### src/rtl/clock_meas_pkg.sv
// Shared types and defaults for the slow-clock period/high-time meter.
package clock_meas_pkg;

  typedef enum logic [1:0] {IDLE, ARM, MEASURE, DONE} meas_state_t;

  localparam int DEF_COUNT_W = 26;
  localparam int DEF_TIMEOUT = 54_000_000;
  localparam int CLK_27_HZ   = 27_000_000;

endpackage

### src/rtl/clock_period_meter_sync_edge_detect.sv
// Synchronizes an asynchronous input into clk_27 and emits registered one-cycle rise/fall pulses.
// Both pulses appear SYNC_STAGES+1 cycles after the corresponding input edge.
module sync_edge_detect #(
  parameter int SYNC_STAGES = 2
) (
  input  logic clk_27,
  input  logic reset,
  input  logic sig_in,
  output logic rise,
  output logic fall
);

  logic [SYNC_STAGES-1:0] sync_reg;
  logic                   prev_reg;
  logic                   rise_reg;
  logic                   fall_reg;

  always_ff @(posedge clk_27) begin
    if (reset) begin
      sync_reg[0] <= 1'b0;
    end else begin
      sync_reg[0] <= sig_in;
    end
  end

  genvar gi;
  generate
    for (gi = 1; gi < SYNC_STAGES; gi++) begin : g_sync
      always_ff @(posedge clk_27) begin
        if (reset) begin
          sync_reg[gi] <= 1'b0;
        end else begin
          sync_reg[gi] <= sync_reg[gi-1];
        end
      end
    end
  endgenerate

  // Clearing prev_reg on reset means an input already high at reset exit yields one rise pulse.
  always_ff @(posedge clk_27) begin
    if (reset) begin
      prev_reg <= 1'b0;
      rise_reg <= 1'b0;
      fall_reg <= 1'b0;
    end else begin
      prev_reg <= sync_reg[SYNC_STAGES-1];
      rise_reg <= sync_reg[SYNC_STAGES-1] & ~prev_reg;
      fall_reg <= ~sync_reg[SYNC_STAGES-1] & prev_reg;
    end
  end

  assign rise = rise_reg;
  assign fall = fall_reg;

endmodule

### src/rtl/clock_period_meter.sv
// Measures period and high time of a slow asynchronous input in clk_27 cycles,
// reporting each result (or a timeout abort) through a valid/ack handshake.
module clock_period_meter
  import clock_meas_pkg::*;
#(
  parameter int COUNT_W     = DEF_COUNT_W,
  parameter int TIMEOUT     = DEF_TIMEOUT,
  parameter int SYNC_STAGES = 2
) (
  input  logic               clk_27,
  input  logic               reset,
  input  logic               sig_in,
  input  logic               start,
  output logic               busy,
  output logic               meas_valid,
  input  logic               meas_ack,
  output logic [COUNT_W-1:0] period,
  output logic [COUNT_W-1:0] high_time,
  output logic               timeout
);

  localparam logic [COUNT_W-1:0] CNT_MAX      = '1;
  localparam logic [COUNT_W-1:0] TIMEOUT_LAST = COUNT_W'(TIMEOUT - 1);

  meas_state_t        state_reg;
  logic [COUNT_W-1:0] cnt_reg;
  logic [COUNT_W-1:0] period_reg;
  logic [COUNT_W-1:0] high_time_reg;
  logic               timeout_reg;
  logic               meas_valid_reg;
  logic               high_seen_reg;

  logic               rise;
  logic               fall;
  logic [COUNT_W-1:0] cnt_next;
  logic               at_limit;

  sync_edge_detect #(
    .SYNC_STAGES(SYNC_STAGES)
  ) u_sync_edge_detect (
    .clk_27(clk_27),
    .reset (reset),
    .sig_in(sig_in),
    .rise  (rise),
    .fall  (fall)
  );

  assign cnt_next = (cnt_reg == CNT_MAX) ? cnt_reg : cnt_reg + 1'b1;
  assign at_limit = (cnt_reg == TIMEOUT_LAST);

  always_ff @(posedge clk_27) begin
    if (reset) begin
      state_reg      <= IDLE;
      cnt_reg        <= '0;
      period_reg     <= '0;
      high_time_reg  <= '0;
      timeout_reg    <= 1'b0;
      meas_valid_reg <= 1'b0;
      high_seen_reg  <= 1'b0;
    end else begin
      case (state_reg)
        IDLE: begin
          if (start) begin
            state_reg     <= ARM;
            cnt_reg       <= '0;
            period_reg    <= '0;
            high_time_reg <= '0;
            timeout_reg   <= 1'b0;
          end
        end
        ARM: begin
          if (rise) begin
            state_reg     <= MEASURE;
            cnt_reg       <= COUNT_W'(1);
            high_seen_reg <= 1'b0;
          end else if (at_limit) begin
            state_reg      <= DONE;
            timeout_reg    <= 1'b1;
            meas_valid_reg <= 1'b1;
            period_reg     <= '0;
            high_time_reg  <= '0;
          end else begin
            cnt_reg <= cnt_next;
          end
        end
        MEASURE: begin
          // A terminating rise beats the timeout when both land on the same cycle.
          if (rise) begin
            state_reg      <= DONE;
            period_reg     <= cnt_reg;
            meas_valid_reg <= 1'b1;
          end else if (at_limit) begin
            state_reg      <= DONE;
            timeout_reg    <= 1'b1;
            meas_valid_reg <= 1'b1;
            period_reg     <= '0;
            high_time_reg  <= '0;
          end else begin
            cnt_reg <= cnt_next;
            if (fall && !high_seen_reg) begin
              high_time_reg <= cnt_reg;
              high_seen_reg <= 1'b1;
            end
          end
        end
        DONE: begin
          if (meas_ack) begin
            state_reg      <= IDLE;
            meas_valid_reg <= 1'b0;
          end
        end
        default: state_reg <= IDLE;
      endcase
    end
  end

  assign busy       = (state_reg != IDLE);
  assign meas_valid = meas_valid_reg;
  assign period     = period_reg;
  assign high_time  = high_time_reg;
  assign timeout    = timeout_reg;

endmodule

### config.mk
export PLATFORM = sky130hd
export DESIGN_NAME = clock_period_meter
export DESIGN_NICKNAME = d
export VERILOG_FILES = /design/src/rtl/clock_meas_pkg.sv /design/src/rtl/clock_period_meter_sync_edge_detect.sv /design/src/rtl/clock_period_meter.sv
export SDC_FILE = /design/constraint.sdc
export NUM_CORES = 1
export LEC_CHECK = 0
export ABC_CLOCK_PERIOD_IN_PS = 2500
export BUFFER_PORTS_ARGS = -buffer_cell sky130_fd_sc_hd__clkbuf_2
export CORE_ASPECT_RATIO = 1.1
export CORE_MARGIN = 2
export CORE_UTILIZATION = 50
export CTS_CLUSTER_DIAMETER = 40
export DETAILED_ROUTE_END_ITERATION = 6
export PLACE_DENSITY = 0.79
export SLEW_MARGIN = 20
export SYNTH_ARGS = -nofsm -noshare
export SYNTH_HDL_FRONTEND = slang
export SYNTH_HIERARCHICAL = 1
export SYNTH_SLANG_ARGS = --single-unit
### constraint.sdc
create_clock -name clk_27 -period 2.5 [get_ports clk_27]
set_input_delay 0.125 -clock clk_27 [delete_from_list [all_inputs] [get_ports clk_27]]
set_output_delay 0.125 -clock clk_27 [all_outputs]
set_load 0.1 [all_outputs]
# Yosys cells after proc, flatten, opt, wreduce, memory -nomap -nowiden

Index checks and enable logic that the tools add are counted.

Bits in registers: 88
Latch bits: 0
Memory bits (writable): 0
Memory bits (read-only): 0
Bits of input ports: 5
Output and inout bits: 55
Word-level logic and storage cells: 85
Memories kept: 0

$add $sub $neg: 1
$mul: 0
Div/mod/pow operators: 0
Magnitude comparators: 0
Eq/ne operators: 16
Shift-type cells: 0
Muxes and demuxes: 36
Bitwise operators: 4
Reductions and logical operators: 16

Operators with widths:

| cell                  | number |
|---|---|
| $mux 26               | 13 |
| $pmux 26 s3           | 3 |
| $eq 26x26->1 const B  | 2 |
| $add 26x1->26 const B | 1 |
| $ne 2x2->1 const B    | 8 |
| $mux 1                | 11 |
| $mux 2                | 5 |
| $reduce_and 3->1      | 3 |
| $pmux 2 s4            | 1 |
| $reduce_and 6->1      | 1 |
| $reduce_bool 2->1     | 3 |
| $reduce_bool 3->1     | 2 |
| $reduce_and 5->1      | 1 |
| $eq 2x2->1 const B    | 2 |
| $ne 2x1->1 const B    | 2 |
| $pmux 1 s2            | 2 |
| $reduce_and 4->1      | 1 |
| $ne 3x3->1 const B    | 1 |
| $pmux 1 s3            | 1 |
| $and 1x1->1           | 2 |
| $eq 2x1->1 const B    | 1 |
| $logic_not 2->1       | 1 |
| $not 1->1             | 2 |
| $reduce_and 2->1      | 1 |
| other kinds (3)       | 3 |

# Logic depth before layout (Yosys ltp)

Depth in word-level cells: 6
Gate-level depth with buffers: 10
Gate-level depth less buffers: 7

# By module

The synthesis kept the hierarchy.

Modules (own cells, without submodules):

| module             | instances | cells each | area an instance (sq um) | sequential area each (sq um) |
|---|---|---|---|---|
| clock_period_meter | 1         | 457        | 4082.7                   | 1661.6 |
| sync_edge_detect   | 1         | 10         | 133.9                    | 100.1 |

# Worst setup path before layout

OpenSTA, ideal clock, no wires.

Kind: register to register
Start: register state_reg[1]
End: register cnt_reg[19]
Library setup time: 0.066 ns
Arrival time: 2.081 ns
Required time: 2.434 ns
Path slack: 0.353 ns
Stages on the path, launching flop included: 10
Buffers on the path: 2
Clock period less this slack: 2.147 ns
Path through: dfxtp_1 > inv_1 > ha_1 > nand2b_1 > and3b_1 > buf_4 > o21ai_2 > buf_6 > or4_2 > a21oi_2

Word-level cells in the longest chain between the ends: 3
Elaborated cells on any way between the ends: 8
Those cells by class: eq/ne: 4; mux: 1; reduce/logical: 3

RTL lines:

| what                                                             | line                     | text |
|---|---|---|
| start: declaration                                               | clock_period_meter.sv:25 | `meas_state_t state_reg;` |
| start signal: assignment                                         | clock_period_meter.sv:53 | `state_reg <= IDLE;` |
| start signal: assignment                                         | clock_period_meter.sv:64 | `state_reg <= ARM;` |
| start signal: assignment                                         | clock_period_meter.sv:73 | `state_reg <= MEASURE;` |
| $eq 2x2->1 (tied with other cells)                               | clock_period_meter.sv:61 | `case (state_reg)` |
| $ne 2x2->1 (no source line) or $reduce_bool 3->1 (tied branches) | n/a                      |  |
| $reduce_and 3->1 (no source line)                                | n/a                      |  |
| end signal: assignment                                           | clock_period_meter.sv:83 | `cnt_reg <= cnt_next;` |
| end signal: assignment                                           | clock_period_meter.sv:99 | `cnt_reg <= cnt_next;` |
| end: declaration                                                 | clock_period_meter.sv:26 | `logic [COUNT_W-1:0] cnt_reg;` |

Several ways; a longest one is shown, not always the timed one.
A chain may end at the register's enable or synchronous reset.

# Final worst setup path

Start: register state_reg[1]
End: register cnt_reg[16]

Same word-level chain as after synthesis.

==> metrics <==
gr ovfl total=0; Int Power=2.105 mW; Crit path required time=around 2.8 ns; asr flop ratio synth=0%; Clock Power Share=39.9%; post-layout min period=approximately 2.3 ns; Arr. time, crit path=2.61 ns; clk root buf=clkbuf_8; Final Hold Viols=0; syn avg cell area=9.029 um^2; Hold WS=0.1167 ns; RR Endpoint=cnt_reg[16]; worst setup path end=cnt_reg[16]; drt initial violations=297; Starting Density=50.94%; Synth Cell Area=4217 um^2; Netlist cell types=62; pin count of the biggest net entering global routing=34; Net Switching=720.7 uW; Site Rows=35; Setup-failing EPs final=0; top_reg_cell synth=dfxtp_1; worst skew pair latency=0.37 ns; status=complete, no violations; CTS tree=done; number of flops mapped to enable cells by yosys=0; Die Y=100.3 um; switching share of total power=25.50%; Core Util, Final=58.32%; setup slack after layout=about 0.15 ns; part of the Yosys area used for sequential elements=41.78%; ranking of synthesized cells by area=dfxtp_1 (42%), nand2_1 (5.0%), o21ai_0 (4.7%); Reg2Reg Setup Slack=0.15 ns; final wirelength=around 11000 um; nets@finish=538; cell count after synthesis=roughly 470; number of I/O pins=60; Clock transition at path regs=0.09 ns; list of most frequent post-synthesis cells=dfxtp_1 (88), nand2_1 (56), o21ai_0 (40); worst slack, placed=0.09161 ns; area leader, netlist=dfxtp_1; global-route wire length before repair=17590 um; endpoint class of the critical path=flip-flop; Yosys reg bits=just under 90; most frequent cell after synthesis=dfxtp_1; clock buffer depth=2; crit path launch type=flip-flop; normalized max-slew margin=slightly above 50%; Via density=6.016; Synth Net Count=478; Detail Placement HPWL=7771 um; Worst R2R Path Depth=8; GPL Wtd Cong=0.9550; YS warnings=6; H-Tree Depth=3; Yosys top cell area share=a little over two fifths; crit path from=state_reg[1]; DRC Markers=0; Comb pwr share=10.1%; Crit Path Class=flip-flop to flip-flop; Least-Margin Pin Slew=0.7334 ns; Routed Antenna Nets=0; HP Class=input pin to flip-flop; Critical Path Fanout Max=12; final max-slew violation count=0; share of layout cells above drive strength 1=25.38%; Peak VDD IR=0.0003494 V; post-DR wirelength/cell=roughly 17 um; Reg power frac=50.1%; Final period util=93.91%; Leak=roughly 1.8 nW; # diodes=0; CTS Buf Count=9; Worst Skew=0.01642 ns; CTS sink cnt=88; Core Area=8277 um^2; number of global-route vias before repair=3600; fmax=0.4260 GHz; P per Cell Area=585.4 nW/um^2; initial antenna violation count=0; Die ar.=9185 um^2; Reg-to-Reg Start=state_reg[1]; total negative slack=0 ns; max cap viols=0; Area growth syn-to-layout=14.48%; DRT Pass-1 Iters=5; port bufs=slightly below 60; routed via count=3868; gr usage total=between 20 and 25%; die width=91.56 um
-- cell families (layout without fill, tap and decap cells) --
family / Yosys count / in the layout / synth area share (%)
buf+inv: 46 / 111 / 7.478
mux: 3 / 3 / 0.7122
fa+ha+maj: 6 / 6 / 1.780
compound gates: 124 / 124 / 19.88
simple gates: 199 / 199 / 28.16
xor+xnor: 1 / 1 / 0.2078
flops: 88 / 88 / 41.78
-- worst min path at each step --
stage	start	to	slack, ns	cells past startpoint
2_1_floorplan	reset	u_sync_edge_detect/prev_reg	0.20	1
3_5_place_dp	sig_in	u_sync_edge_detect/sync_reg[0]	0.34	2
3_3_place_gp	sig_in	u_sync_edge_detect/sync_reg[0]	0.34	2
5_1_grt	start	timeout	0.12	4
4_1_cts	start	timeout	0.12	4
6_report	start	timeout	0.12	4
-- layout by cell type, fill, tap and decap left out, drive strengths merged, types with 2 or more instances in the layout --
| cell | count |
|---|---|
| bufinv | 2 |
| nor2b | 8 |
| and3 | 6 |
| or4 | 17 |
| and4 | 5 |
| o21ai | 43 |
| a22o | 19 |
| nand2 | 56 |
| a31oi | 3 |
| nor2 | 8 |
| inv | 10 |
| mux2i | 3 |
| nor3 | 5 |
| nor4b | 3 |
| a21oi | 29 |
| nor4 | 8 |
| nand2b | 31 |
| o211ai | 8 |
| or3 | 2 |
| o31ai | 10 |
| a211oi | 2 |
| nand4 | 19 |
| dfxtp | 88 |
| clkbuf | 71 |
| buf | 25 |
| nand3b | 3 |
| nand3 | 21 |
| ha | 6 |
| a41oi | 3 |
| nor3b | 3 |
-- cell type report --
| class | count | area (um^2) |
|---|---|---|
| clock buffers | 12 | 155.1 |
| clock inverters | 4 | 76.32 |
| fillers | 742 | 3450 |
| inverters | 10 | 37.54 |
| multi-input cells | 333 | 2152 |
| flip-flops and latches | 88 | 1762 |
| well taps | 111 | 138.9 |
| repair buffers | 85 | 505.5 |
-- power by group through the flow --
stage / clock network [mW] / registers (mW) / logic [mW]
6_report: 1.13 / 1.41 / 0.285
5_1_grt: 1.21 / 1.42 / 0.308
4_1_cts: 1.14 / 1.41 / 0.278
3_5_place_dp: 0 / 1.45 / 0.273
3_3_place_gp: 0 / 1.45 / 0.266
2_1_floorplan: 0 / 1.45 / 0.218
-- worst max-delay path, cell delays in order, from the launching register on --
cell and delay [ns]:
dfxtp_1 0.42, inv_1 0.09, ha_1 0.28, nor2b_1 0.17, o21ai_0 0.43, a21o_2 0.41
buf_4 0.27, a211o_1 0.12, nand2_1 0.04
-- per-layer routing --
metal,routed length (um),vias up,global-route usage (%)
li1,-,1838,-
met1,4593,1840,28.83
met2,5332,158,41.29
met3,686,32,5.480
met4,350,0,10.84
met5,0,-,0
-- what timing repair did --
| action | 4_1_cts | 5_1_grt |
|---|---|---|
| endpoints found under the setup margin | 1 | 31 |
| buffers inserted | 0 | 0 |
| gates resized for setup | 1 | 5 |
| hold endpoints to repair | 1 | 0 |
| hold buffers | 1 | 0 |
-- stage by stage --
step,instance area (um^2),cells,power [mW]
final,4827,643,2.826
after global routing,4827,643,2.938
after CTS,4818,643,2.837
after detailed placement,4573,626,1.721
after global placement,4573,626,1.713
after floorplan,4217,467,1.663
Note: power is estimated with default switching activity, not from simulation.
